## config.mk

```make
export PLATFORM = sky130hd
export DESIGN_NAME = universal_shift_register
export DESIGN_NICKNAME = d
export VERILOG_FILES = /design/src/rtl/universal_shift_register_pkg.sv /design/src/rtl/universal_shift_register_step.sv /design/src/rtl/universal_shift_register.sv
export SDC_FILE = /design/constraint.sdc
export NUM_CORES = 1
export LEC_CHECK = 0
export ABC_AREA = 0
export BUFFER_PORTS_ARGS = -buffer_cell sky130_fd_sc_hd__buf_2
export CAP_MARGIN = 20
export CORE_MARGIN = 5
export CORE_UTILIZATION = 56
export DETAILED_ROUTE_END_ITERATION = 6
export PLACE_DENSITY = 0.81
export SYNTH_ARGS = -nofsm -noshare
export SYNTH_HDL_FRONTEND = slang
export SYNTH_SLANG_ARGS = --single-unit
```

## constraint.sdc

```tcl
create_clock -name clk -period 2.8 [get_ports clk]
set_input_delay 0.56 -clock clk [delete_from_list [all_inputs] [get_ports clk]]
set_output_delay 0.56 -clock clk [all_outputs]
set_load 0.01 [all_outputs]
```

## src/rtl/universal_shift_register_pkg.sv

```systemverilog
// Purpose: shared types and constants for the universal shift register slice.
// Latency: n/a (types only).
// Backpressure: n/a.
// Contents: shift_mode_e (fill mode), shift_state_e (burst FSM), direction constants.
package shift_pkg;

   typedef enum logic [1:0] {
      SHIFT_LOGICAL = 2'd0,
      SHIFT_ROTATE  = 2'd1,
      SHIFT_ARITH   = 2'd2,
      SHIFT_RSVD    = 2'd3   // behaves as logical
   } shift_mode_e;

   typedef enum logic {
      ST_IDLE  = 1'b0,
      ST_SHIFT = 1'b1
   } shift_state_e;

   localparam logic DIR_RIGHT = 1'b0;
   localparam logic DIR_LEFT  = 1'b1;

endpackage

```

## src/rtl/universal_shift_register_step.sv

```systemverilog
// Purpose: one LANE_W-bit shift step of a WIDTH-bit register (logical/rotate/arithmetic).
// Latency: purely combinational.
// Backpressure: none; the caller decides whether to register reg_out.
// Ports: reg_in (current value), dir (0 right, 1 left), mode, serial_in (logical fill lane),
//        reg_out (value after one step).
module shift_step_unit
   import shift_pkg::*;
#(
   parameter int WIDTH  = 8,
   parameter int LANE_W = 1
) (
   input  logic [WIDTH-1:0]  reg_in,
   input  logic              dir,
   input  shift_mode_e       mode,
   input  logic [LANE_W-1:0] serial_in,
   output logic [WIDTH-1:0]  reg_out
);

   logic [LANE_W-1:0] fill;

   // Lane entering the register at the vacated end.
   always_comb begin
      fill = serial_in;
      case (mode)
         SHIFT_ROTATE: fill = (dir == DIR_RIGHT) ? reg_in[LANE_W-1:0]
                                                 : reg_in[WIDTH-1 -: LANE_W];
         // Sign extension only makes sense moving right; left arithmetic zero-fills.
         SHIFT_ARITH:  fill = (dir == DIR_RIGHT) ? {LANE_W{reg_in[WIDTH-1]}}
                                                 : '0;
         default:      fill = serial_in;
      endcase
   end

   always_comb begin
      if (dir == DIR_RIGHT) reg_out = {fill, reg_in[WIDTH-1:LANE_W]};
      else                  reg_out = {reg_in[WIDTH-1-LANE_W:0], fill};
   end

endmodule

```

## src/rtl/universal_shift_register.sv

```systemverilog
// Purpose: parametrised shift register with parallel load, single steps and counted bursts.
// Latency: load/step visible 1 cycle after the sampling edge; burst of N shifts on the N edges after start.
// Backpressure: load_ready low while a burst runs; load/step/burst_start requests are dropped then.
// Ports: load_valid/load_ready/load_data (parallel load), dir/mode (shift control),
//        step_en, burst_start/burst_len/burst_abort (burst engine), serial_in/serial_out (lanes),
//        parallel_out (contents), busy (burst running), done (one-cycle completion pulse).
module universal_shift_register
   import shift_pkg::*;
#(
   parameter int WIDTH  = 8,
   parameter int LANE_W = 1,
   parameter int CNT_W  = 8
) (
   input  logic              clk,
   input  logic              rst_n,
   input  logic              load_valid,
   output logic              load_ready,
   input  logic [WIDTH-1:0]  load_data,
   input  logic              dir,
   input  logic [1:0]        mode,
   input  logic              step_en,
   input  logic              burst_start,
   input  logic [CNT_W-1:0]  burst_len,
   input  logic              burst_abort,
   input  logic [LANE_W-1:0] serial_in,
   output logic [LANE_W-1:0] serial_out,
   output logic [WIDTH-1:0]  parallel_out,
   output logic              busy,
   output logic              done
);

   // Elaboration-time parameter checks.
   if (WIDTH < 2) begin : g_chk_width
      $error("universal_shift_register: WIDTH must be >= 2");
   end
   if (LANE_W < 1 || LANE_W >= WIDTH) begin : g_chk_lane
      $error("universal_shift_register: LANE_W must satisfy 1 <= LANE_W < WIDTH");
   end
   if ((WIDTH % LANE_W) != 0) begin : g_chk_mod
      $error("universal_shift_register: WIDTH must be a multiple of LANE_W");
   end
   if (CNT_W < 1) begin : g_chk_cnt
      $error("universal_shift_register: CNT_W must be >= 1");
   end

   shift_state_e      state_q, state_d;
   logic [CNT_W-1:0]  cnt_q, cnt_d;
   logic [WIDTH-1:0]  data_q, data_d;
   logic              lat_dir_q, lat_dir_d;
   shift_mode_e       lat_mode_q, lat_mode_d;
   logic              done_q, done_d;

   logic              step_dir;
   shift_mode_e       step_mode;
   logic [WIDTH-1:0]  step_out;

   // ---------------- state register ----------------
   always_ff @(posedge clk or negedge rst_n) begin
      if (!rst_n) begin
         state_q    <= ST_IDLE;
         cnt_q      <= '0;
         data_q     <= '0;
         lat_dir_q  <= DIR_RIGHT;
         lat_mode_q <= SHIFT_LOGICAL;
         done_q     <= 1'b0;
      end else begin
         state_q    <= state_d;
         cnt_q      <= cnt_d;
         data_q     <= data_d;
         lat_dir_q  <= lat_dir_d;
         lat_mode_q <= lat_mode_d;
         done_q     <= done_d;
      end
   end

   // A running burst uses the controls captured at burst_start; single steps use live ones.
   always_comb begin
      step_dir  = (state_q == ST_SHIFT) ? lat_dir_q  : dir;
      step_mode = (state_q == ST_SHIFT) ? lat_mode_q : shift_mode_e'(mode);
   end

   shift_step_unit #(
      .WIDTH  (WIDTH),
      .LANE_W (LANE_W)
   ) u_step (
      .reg_in    (data_q),
      .dir       (step_dir),
      .mode      (step_mode),
      .serial_in (serial_in),
      .reg_out   (step_out)
   );

   // ---------------- next-state / datapath ----------------
   always_comb begin
      state_d    = state_q;
      cnt_d      = cnt_q;
      data_d     = data_q;
      lat_dir_d  = lat_dir_q;
      lat_mode_d = lat_mode_q;
      done_d     = 1'b0;
      case (state_q)
         ST_IDLE: begin
            // Priority: load, then burst_start, then single step.
            if (load_valid) begin
               data_d = load_data;
            end else if (burst_start) begin
               lat_dir_d  = dir;
               lat_mode_d = shift_mode_e'(mode);
               if (burst_len != '0) begin
                  state_d = ST_SHIFT;
                  cnt_d   = burst_len;
               end else begin
                  // Empty burst: report completion without ever going busy.
                  done_d = 1'b1;
               end
            end else if (step_en) begin
               data_d = step_out;
            end
         end
         ST_SHIFT: begin
            if (burst_abort) begin
               state_d = ST_IDLE;
               cnt_d   = '0;
            end else begin
               data_d = step_out;
               cnt_d  = cnt_q - CNT_W'(1);
               if (cnt_q == CNT_W'(1)) begin
                  state_d = ST_IDLE;
                  done_d  = 1'b1;
               end
            end
         end
         default: begin
            state_d = ST_IDLE;
            cnt_d   = '0;
         end
      endcase
   end

   // ---------------- outputs ----------------
   always_comb begin
      load_ready   = (state_q == ST_IDLE);
      busy         = (state_q == ST_SHIFT);
      done         = done_q;
      parallel_out = data_q;
      serial_out   = (step_dir == DIR_RIGHT) ? data_q[LANE_W-1:0]
                                             : data_q[WIDTH-1 -: LANE_W];
   end

endmodule

```

==> flow_metrics.py <==
metrics = {
    "cells_and_area": {
        "final_cell_mix": "37 x buf_2, 21 x dfrtp_1, 11 x nor2_1",
        "fin_cells": 208,
        "antenna_cells": 0,
        "area_growth_pct": 14.4,
        "final_common_cell": "buf_2",
        "drive_gt1_frac": 0.303,
        "nFillCells": 209,
        "fin_area_sq_mm": 0.00160,
        "fin_util": 0.659,
        "final_nets": 209,
    },
    "floorplan": {
        "die-area_sq_mm": 0.00360,
        "die_w_microns": 60.0,
        "core_sq_mm": 0.00243,
        "rows": 18,
        "die_y_microns": 60.0,
        "initial_core_util": 0.576,
        "ios": 38,
    },
    "setup_path": {
        "cp.required_ns": 2.24,
        "crit_slowest_cell": "dfrtp_1",
        "arrival_ns": 1.86,
        "cp-start-kind": "flip-flop",
        "crit_top_cell": "nand2_1",
        "slowest_delay_ns": 0.86,
        "crit_type": "reg -> out",
        "cp_max_fo": 18,
        "crit_chain": "mux2_4, nand2_1, nand2_1, buf_2",
        "endpoint_kind": "output port",
    },
    "yosys": {
        "synthCells": 143,
        "synthesis.nets": 173,
        "synth_edf_count": 0,
        "synth_top_cell_area_share": 0.375,
        "yosys_warnings": 0,
        "yosysTopAreaCell": "dfrtp_1",
        "synth_area_sq_mm": 0.00140,
        "yosysSeqAreaShare": 0.375,
        "ys_ff_latch": 21,
        "syn_avg_cell_area_sq_um": 9.80,
        "ys_top_cells_by_area": "dfrtp_1 38%, mux2i_1 7.1%, a211oi_1 3.8%",
        "ys_types": 43,
        "synth_flop_cell": "dfrtp_1",
        "synthArstFlopShare": 1.00,
    },
    "placed_design": {
        "post-dp-hpwl_microns": 2600,
        "gp_congestion": 0.862,
        "pre_cts_slack_ns": 0.592,
        "placed_cell_area_sq_mm": 0.00158,
        "placedCellCount": 204,
        "port_buffers": 37,
    },
    "power": {
        "peakVddDrop_mv": 0.422,
        "power_density_mw_per_mm2": 690,
        "finalPower_mw": 1.11,
        "p_leak_nw": 0.757,
    },
    "cts": {
        "cts_tree": "built",
        "hold_buffers": 0,
        "post-cts-setup-buffers": 0,
        "cts.clk_slew.worst_paths_ns": 0.12,
        "cts_buffers": 3,
        "clockBufferDepth": 2,
        "htree_levels": 1,
        "clock-sinks": 21,
        "cts_resized": 0,
        "clk_latency_ns": 0.31,
        "cts_root_buffer": "clkbuf_4",
    },
    "routing": {
        "avgViaCountPerCell": 5.97,
        "drt_iter0_markers": 46,
        "ant_nets": 0,
        "wl_per_cell_microns": 16.3,
        "vias": 1241,
        "first_pass_iters": 4,
        "route.detailed.drc": 0,
        "routed_wl_microns": 3380,
    },
    "run_status": {
        "status": "complete, no violations",
    },
    "worst_hold_path": {
        "min_path_type": "in -> async",
    },
    "sta": {
        "max_slew.worst_pin.slew_ns": 0.775,
        "relSlewSlack": 0.483,
        "holdWs_ns": 0.179,
        "fin_crit_ns": 2.42,
        "layout_setup_ws_ns": 0.381,
        "fin_tns_setup_ns": 0,
        "slew_viol_final": 0,
        "period_share": 0.864,
        "fin_skew_ns": 0.00606,
        "setup_viol": 0,
        "hold_violations": 0,
        "timing.fmax_ghz": 0.413,
        "rsz0062_at_grt": "no",
    },
    "global_route": {
        "grt_start_max_net_pins": 22,
        "track_usage": 0.209,
        "overflow": 0,
        "antenna_found_initial": 0,
        "grt_pass1_wl_microns": 5640,
        "grt_pass1_vias": 1221,
    },
    "flow_run": {
        "maxCapViolCount": 0,
    },
}
## cells by family after synthesis
family	share of synthesized area
buf+inv	0.0527
fa+ha+maj	0.0357
simple gates	0.175
flops	0.375
compound gates	0.255
mux	0.106
## synth_stat cells (3+ instances only)
cell type  number
o22ai_1         3
nand2_1        10
o21ai_1         3
a21oi_1         9
mux2_2          3
nor2b_1         4
a211oi_1        7
o2bb2ai_1       4
ha_1            4
o21ai_0         3
nor2_1         11
inv_1           6
a21o_1          6
dfrtp_1        21
mux2i_1        10
## metal layers
metal  vias to the layer above  GRT usage  share of wire
met3                         9     0.0216          0.061
met4                         0     0.0949          0.017
li1                        611          -              -
met5                         -          0              0
met1                       578      0.264           0.42
met2                        43      0.356           0.50
## worst max-delay path: cells and delay by family, from the launching register on
kind / cells / cell delay [ns]
buf+inv: 1 / 0.13
flops: 1 / 0.86
mux: 1 / 0.42
simple gates: 2 / 0.13
## report_power, final
group,switching (mW),total (mW),internal [mW]
Combinational,0.235,0.446,0.211
Clock,0.0949,0.151,0.0557
Sequential,0.118,0.509,0.391
Total,0.448,1.11,0.658
## worst paths after layout
check | from | endpoint | slack, ns | cells past startpoint
worst max-delay path | busy$_DFF_PN0_ | serial_out | 0.38 | 4
worst min-delay path | rst_n | parallel_out[7]$_DFFE_PN0P_ | 0.18 | 1
worst max register to register | busy$_DFF_PN0_ | parallel_out[7]$_DFFE_PN0P_ | 0.58 | 6
worst min register to register | lat_mode_q[0]$_DFFE_PN0P_ | lat_mode_q[0]$_DFFE_PN0P_ | 0.52 | 1
max in group asynchronous | rst_n | cnt_q[1]$_DFFE_PN0P_ | 2.29 | 1
min in group clk | mode[0] | lat_mode_q[0]$_DFFE_PN0P_ | 0.49 | 2
## area by class of cell
cell class / instances / area [sq um] / area share
clock buffers: 4 / 26.3 / 0.0164
inverters: 7 / 26.3 / 0.0164
repair buffers: 37 / 185 / 0.116
multi-input cells: 109 / 802 / 0.500
flip-flops and latches: 21 / 526 / 0.328
well taps: 30 / 37.5 / 0.0234
## flip-flops by register name, indices dropped and copies added (netlist names)
signal,cells
busy,1
done,1
parallel_out,8
lat_dir_q,1
cnt_q,8
lat_mode_q,2
(Power assumes the default switching activity.)
